## src/rtl/qam_pkg.sv

```systemverilog
// Shared constants for the 16-QAM IF path: Gray level codes, IF midscale,
// carrier phase encoding and serializer states.
package qam_pkg;

   localparam logic [1:0] G_P3 = 2'b10;
   localparam logic [1:0] G_P1 = 2'b11;
   localparam logic [1:0] G_M1 = 2'b01;
   localparam logic [1:0] G_M3 = 2'b00;

   localparam logic [17:0] MIDSCALE = 18'd131072;

   // fs/4 carrier phases: which axis a sample lands on, and with which sign
   localparam logic [1:0] PH_I_POS = 2'd0;
   localparam logic [1:0] PH_Q_NEG = 2'd1;
   localparam logic [1:0] PH_I_NEG = 2'd2;
   localparam logic [1:0] PH_Q_POS = 2'd3;

   typedef enum logic {
      SER_IDLE,
      SER_SHIFT
   } ser_state_t;

endpackage

```

## src/rtl/qam_slicer.sv

```systemverilog
// Combinational 4-level slicer: integrated axis value to 16-QAM Gray bits.
module qam_slicer
   import qam_pkg::*;
#(
   parameter int ACC_W = 22,
   parameter int THR   = 131072
) (
   input  logic signed [ACC_W-1:0] v,
   output logic        [1:0]       gray
);

   localparam logic signed [ACC_W-1:0] THR_POS = ACC_W'(THR);
   localparam logic signed [ACC_W-1:0] THR_NEG = ACC_W'(-THR);

   // zero belongs to +1 and -THR belongs to -1
   always_comb begin
      gray = G_M3;
      if (v >= THR_POS)
         gray = G_P3;
      else if (!v[ACC_W-1])
         gray = G_P1;
      else if (v >= THR_NEG)
         gray = G_M1;
   end

endmodule

```

## src/rtl/if_qam16_demod.sv

```systemverilog
// fs/4 coherent IF demodulator: mix, integrate-and-dump per symbol, slice to
// 16-QAM Gray bits and serialize them MSB first.
module if_qam16_demod
   import qam_pkg::*;
#(
   parameter int SPS   = 16,
   parameter int ACC_W = 18 + $clog2(SPS),
   parameter int THR   = 131072
) (
   input  logic        clk,
   input  logic        reset,
   input  logic        en,
   input  logic [17:0] IFin,
   output logic [3:0]  sym,
   output logic        sym_valid,
   output logic        Bout,
   output logic        bout_valid
);

   localparam int CNT_W = $clog2(SPS);

   logic signed [17:0]      s;
   logic signed [ACC_W-1:0] s_ext;
   logic signed [ACC_W-1:0] acc_i_reg, acc_q_reg, acc_i_next, acc_q_next;
   logic [CNT_W-1:0]        cnt_reg;
   logic [1:0]              ph_reg;
   logic                    last_sample;
   logic signed [ACC_W-1:0] dump_reg [2];
   logic                    dump_valid_reg;
   logic [1:0]              gray [2];
   logic [3:0]              sym_reg;
   logic                    sym_valid_reg;

   ser_state_t state_reg, state_next;
   logic [3:0] shift_reg, shift_next;
   logic [1:0] bcnt_reg, bcnt_next;
   logic       bout_reg, bout_next;
   logic       bout_valid_reg, bout_valid_next;

   assign s           = $signed(IFin - MIDSCALE);
   assign s_ext       = {{(ACC_W-18){s[17]}}, s};
   assign last_sample = en && (cnt_reg == CNT_W'(SPS-1));

   always_comb begin
      acc_i_next = acc_i_reg;
      acc_q_next = acc_q_reg;
      case (ph_reg)
         PH_I_POS: acc_i_next = acc_i_reg + s_ext;
         PH_Q_NEG: acc_q_next = acc_q_reg - s_ext;
         PH_I_NEG: acc_i_next = acc_i_reg - s_ext;
         default:  acc_q_next = acc_q_reg + s_ext;
      endcase
   end

   // en=0 aborts the symbol in progress; the dump stage still drains
   always_ff @(posedge clk or negedge reset) begin
      if (!reset) begin
         acc_i_reg      <= '0;
         acc_q_reg      <= '0;
         cnt_reg        <= '0;
         ph_reg         <= '0;
         dump_reg[0]    <= '0;
         dump_reg[1]    <= '0;
         dump_valid_reg <= 1'b0;
         sym_reg        <= '0;
         sym_valid_reg  <= 1'b0;
      end else begin
         if (!en) begin
            acc_i_reg <= '0;
            acc_q_reg <= '0;
            cnt_reg   <= '0;
            ph_reg    <= '0;
         end else if (last_sample) begin
            acc_i_reg <= '0;
            acc_q_reg <= '0;
            cnt_reg   <= '0;
            ph_reg    <= ph_reg + 2'd1;
         end else begin
            acc_i_reg <= acc_i_next;
            acc_q_reg <= acc_q_next;
            cnt_reg   <= cnt_reg + CNT_W'(1);
            ph_reg    <= ph_reg + 2'd1;
         end
         dump_valid_reg <= last_sample;
         if (last_sample) begin
            dump_reg[0] <= acc_i_next;
            dump_reg[1] <= acc_q_next;
         end
         sym_valid_reg <= dump_valid_reg;
         if (dump_valid_reg)
            sym_reg <= {gray[0], gray[1]};
      end
   end

   for (genvar gi = 0; gi < 2; gi++) begin : g_slicer
      qam_slicer #(.ACC_W(ACC_W), .THR(THR)) u_slicer (
         .v    (dump_reg[gi]),
         .gray (gray[gi])
      );
   end

   always_comb begin
      state_next      = state_reg;
      shift_next      = shift_reg;
      bcnt_next       = bcnt_reg;
      bout_next       = 1'b0;
      bout_valid_next = 1'b0;
      case (state_reg)
         SER_IDLE: begin
            if (sym_valid_reg) begin
               bout_next       = sym_reg[3];
               bout_valid_next = 1'b1;
               shift_next      = {sym_reg[2:0], 1'b0};
               bcnt_next       = 2'd0;
               state_next      = SER_SHIFT;
            end
         end
         default: begin
            bout_next       = shift_reg[3];
            bout_valid_next = 1'b1;
            shift_next      = {shift_reg[2:0], 1'b0};
            bcnt_next       = bcnt_reg + 2'd1;
            if (bcnt_reg == 2'd2)
               state_next = SER_IDLE;
         end
      endcase
   end

   always_ff @(posedge clk or negedge reset) begin
      if (!reset) begin
         state_reg      <= SER_IDLE;
         shift_reg      <= '0;
         bcnt_reg       <= '0;
         bout_reg       <= 1'b0;
         bout_valid_reg <= 1'b0;
      end else begin
         state_reg      <= state_next;
         shift_reg      <= shift_next;
         bcnt_reg       <= bcnt_next;
         bout_reg       <= bout_next;
         bout_valid_reg <= bout_valid_next;
      end
   end

   assign sym        = sym_reg;
   assign sym_valid  = sym_valid_reg;
   assign Bout       = bout_reg;
   assign bout_valid = bout_valid_reg;

endmodule

```

## config.mk

```make
export PLATFORM = sky130hd
export DESIGN_NAME = if_qam16_demod
export DESIGN_NICKNAME = d
export VERILOG_FILES = /design/src/rtl/qam_pkg.sv /design/src/rtl/qam_slicer.sv /design/src/rtl/if_qam16_demod.sv
export SDC_FILE = /design/constraint.sdc
export NUM_CORES = 1
export LEC_CHECK = 0
export ABC_AREA = 1
export BUFFER_PORTS_ARGS = -buffer_cell sky130_fd_sc_hd__buf_4
export CAP_MARGIN = 20
export CORE_MARGIN = 8
export CORE_UTILIZATION = 25
export CTS_CLUSTER_SIZE = 40
export DETAILED_ROUTE_END_ITERATION = 8
export MAX_ROUTING_LAYER = met4
export PLACE_DENSITY = 0.45
export SYNTH_ARGS = -nofsm -noshare
export SYNTH_HDL_FRONTEND = slang
export SYNTH_SLANG_ARGS = --single-unit
```

## constraint.sdc

```tcl
create_clock -name clk -period 3.1 [get_ports clk]
set_clock_uncertainty 0.15 [all_clocks]
set_input_delay 0.62 -clock clk [delete_from_list [all_inputs] [get_ports clk]]
set_output_delay 0.62 -clock clk [all_outputs]
set_load 0.005 [all_outputs]
```

==> PnR_summary.wiki <==
{| class="wikitable"
! Metric !! Value
|-
| Clock root buffer || clkbuf_16
|-
| Most frequent cell on the critical path || nand2_1
|-
| I/O pin total || 28
|-
| Max cap viols || 0
|-
| Slowest cell on the critical path || ha_1
|-
| Most frequently used flop master after synthesis || dfrtp_1
|-
| Number of antenna diodes || 0
|-
| Synth Register Bits || 74
|-
| Number of buffers added by the clock tree synthesis step || 9
|-
| Max H-tree Level || 3
|-
| Setup slack after placement || -0.6922 ns
|-
| Clock transition at the registers of the reported paths || 0.07 ns
|-
| Max-slew violations || 0
|-
| Post-Syn Nets || 1,048
|-
| Post-Synthesis Mean Instance Area || 6.548 sq um
|-
| Last weighted congestion value of the routability-driven placer || around 0.84
|-
| Number of antenna violations at the first check in global routing || 0
|-
| Part of the total power dissipated in combinational logic || 56.8%
|-
| GR Util All Layers || 13.38%
|-
| Avg Vias per Cell || 4.475
|-
| Die span in y || 176.0 um
|-
| Effective utilization at floorplan || between 20 and 30%
|-
| DR DRC count || 0
|-
| WP data required || about 3.2 ns
|-
| Fraction of power consumed by the clock network || 20.7%
|-
| Switching power summed over all nets || about 2.2 mW
|-
| Number of buffers on the longest clock path || 2
|-
| Sequential share of the synthesized area || 28.95%
|-
| TritonCTS clock tree || built
|-
| Switching power as a share of total power || 41.09%
|-
| Kind of cell with the highest combined delay on the critical path || simple AND/OR/NAND/NOR gates
|-
| Multiplexer share of the synthesized area || 0%
|-
| Mapped Cells || 977
|-
| Cell area after technology mapping || 6397 sq um
|-
| Detailed-route via count || 6,609
|-
| Layout overhead on the synthesized area || 44.79%
|-
| Drt total wl || 19.71 mm
|-
| Post-synth EDFFs || 0
|-
| Pin count of the biggest net entering global routing || 61
|-
| Status || complete, but fails checks
|-
| Critical path start-end classification || in2reg
|-
| Internal power component || 3.206 mW
|-
| Synth Area in Compound Gates || 13.32%
|-
| First-pass GRT wire length || 32.61 mm
|-
| Post-detailed-placement half-perimeter wirelength || around 15 mm
|-
| Clock sink total || 74
|-
| Nature of the critical path endpoint || register
|-
| Path category of the worst min-delay check || reg2reg
|-
| Buffers on Ports || 27
|-
| Time the final worst path needs with I/O delays and setup || 3.128 ns
|-
| Relative slew slack || 59.35%
|-
| P_leak || 4.737 nW
|-
| Number of library cell types mapped by synthesis || around 40
|-
| Share of the core filled with cells || 36.78%
|-
| Simple logic cell fraction of the synthesized area || 34.62%
|-
| Register area || 1852 sq um
|-
| Core area || 25,180 sq um
|-
| Share of synthesized cell area in full adder, half adder and majority cells || 10.01%
|-
| Via count of the first global-routing pass || 6,541
|-
| Critical-path maximum fanout || 4
|-
| Maximum vdd drop || 0.2008 mV
|-
| Failing checks || setup timing
|-
| Final ANT Viol Nets || 0
|-
| Arrival @ worst endpoint || between 3 and 4 ns
|-
| Critical path cell sequence || buf_8, inv_4, ha_4, nand2_4, nor2_4, nand4_4, nor2_2, nand2_2, buf_6, nor2_4, xor2_2, nand2_1, o21ai_1, ha_1, nand2_1, buf_4, nor2_1, nand2_1, and2_1, nand2_1, nand2_1, nand3_1, o21ai_0, nor2_1
|-
| Count of buffering cells on the critical path with inverters included || 4
|-
| Final count of hold timing violations || 0
|-
| Drt first pass iters || 4
|-
| Footprint of the multi-input gates || 4767 sq um
|-
| Insertion delay of the later-clocked pin in the worst-skew pair || about 0.35 ns
|-
| Final-report setup violation count || 4
|-
| Relative contribution of sequential cells to total power || between 20% and 30%
|-
| Asr flop ratio synth || 100.0%
|-
| Period utilisation layout || 100.9%
|-
| Most common library cell in the layout ignoring fill and taps || nand2_1
|-
| Fmax || 319.7 MHz
|-
| Count of synthesis-stage warnings from yosys || 0
|-
| Worst setup margin || -0.02793 ns
|-
| Startpoint Class || primary input
|-
| Routed wire length per instance || roughly 13 um
|-
| Post-Synth XOR/XNOR Area || 4.381%
|-
| Combinational family with the most area after synthesis || simple AND/OR/NAND/NOR gates
|-
| Slowest stage delay, CP || between 0.3 and 0.4 ns
|-
| Fillers || 2,648
|-
| Count of nets after finishing || 1,213
|-
| Chip Width || about 180 um
|-
| Number of DRC markers in iteration 0 || ~270
|-
| Overall die area || 30,960 sq um
|-
| Num rows || 58
|-
| Pwr dens || 587.6 nW/um^2
|-
| Measured slew at the worst slew-check pin || 0.6060 ns
|-
| Sum of overflow across all layers after global routing || 0
|-
| Commonest non-fill, non-tap cells in the layout || nand2_1 (256), buf_4 (163), inv_1 (104), nor2_1 (90), dfrtp_1 (74)
|-
| Setup repair after global routing missed its margin || yes
|-
| Layout cells sized above 1 || 33.39%
|}
[cell usage after synthesis, drive strengths merged (3+ instances only)]
library cell	instances	share of area (%)
a21o	3	0.35
a21oi	44	3.6
buf	9	0.74
clkbuf	19	1.1
dfrtp	74	29
ha	48	9.4
inv	116	6.8
nand2	304	18
nand3	65	5.3
nand4	10	1.1
nor2	112	7.2
nor3	10	0.94
o21ai	91	7.2
o21bai	9	1.1
or2	13	1.3
xnor2	16	2.2
xor2	16	2.2
[layer usage]
layer  up-vias  global-route usage, %  share of wire [%]
li1       3471                      -                  -
met1      3053                  16.51                 47
met2        62                  22.38                 49
met3        23                  1.859                1.6
met4         0                  4.133                2.0
met5         -                      -                  0
[worst paths after layout]
kind,slack (ns),from,depth (start not counted),endpoint
hold reg to reg,0.31,ph_reg[0],1,ph_reg[0]
setup / recovery,-0.03,IFin[1],24,acc_i_reg[16]
hold / removal,0.31,ph_reg[0],1,ph_reg[0]
min in group asynchronous,0.52,reset,2,bout_valid
max in group asynchronous,1.65,reset,3,acc_q_reg[5]
setup reg to reg,0.10,ph_reg[0],20,dump_reg[43]
[cell families (layout without fill, tap and decap cells)]
group	after synthesis	count (layout)
xor gates and xnor gates	32	32
adders and majority gates	50	50
and+or+nand+nor	520	520
AOI/OAI and AO/OA	156	156
buffers and inverters	145	315
DFF	74	74
[cell type report]
cell class	instances	area share, %
Inverter	117	4.822
Timing Repair Buffer	182	15.93
Sequential cell	74	19.99
Tap cell	330	4.458
Clock inverter	7	0.9050
Clock buffer	9	2.431
Multi-Input combinational cell	758	51.47
[per-stage QoR]
stage / setup TNS (ns) / total power, mW / area (sq um) / instances / hold slack (ns)
after detailed placement: -16.12 / 3.773 / 7910 / 1436 / 0.3070
after global placement: -15.51 / 3.768 / 7910 / 1436 / 0.3046
final: -0.04202 / 5.443 / 9263 / 1477 / 0.3109
after CTS: -0.3325 / 5.148 / 8638 / 1462 / 0.3163
after floorplan: 0 / 2.762 / 6397 / 977 / 0.1744
after global routing: -4.089 / 5.909 / 9263 / 1477 / 0.3269
[power groups by stage]
stage / sequential, mW / combinational, mW / clock (mW)
floorplan: 1.20 / 1.57 / 0
global placement: 1.22 / 2.54 / 0
detailed placement: 1.23 / 2.55 / 0
CTS: 1.21 / 2.77 / 1.17
global route: 1.24 / 3.46 / 1.20
finish: 1.22 / 3.09 / 1.13
[worst register-to-register path: cells and delay by family, from the launching register on]
| family | cells | cell delay, ns |
|---|---|---|
| AO/OA/AOI/OAI | 1 | 0.35 |
| flip-flops | 1 | 0.40 |
| buffers and inverters | 3 | 0.33 |
| adder cells (fa/ha/maj) | 2 | 0.56 |
| AND/OR/NAND/NOR | 14 | 1.09 |
[what timing repair did]
action,4_1_cts,5_1_grt
hold endpoints to repair,14,0
endpoints found under the setup margin,26,39
hold buffers,1,0
pin swaps,70,92
setup buffers,9,15
gates resized for setup,97,131
Power figures use the tool's default switching activity.
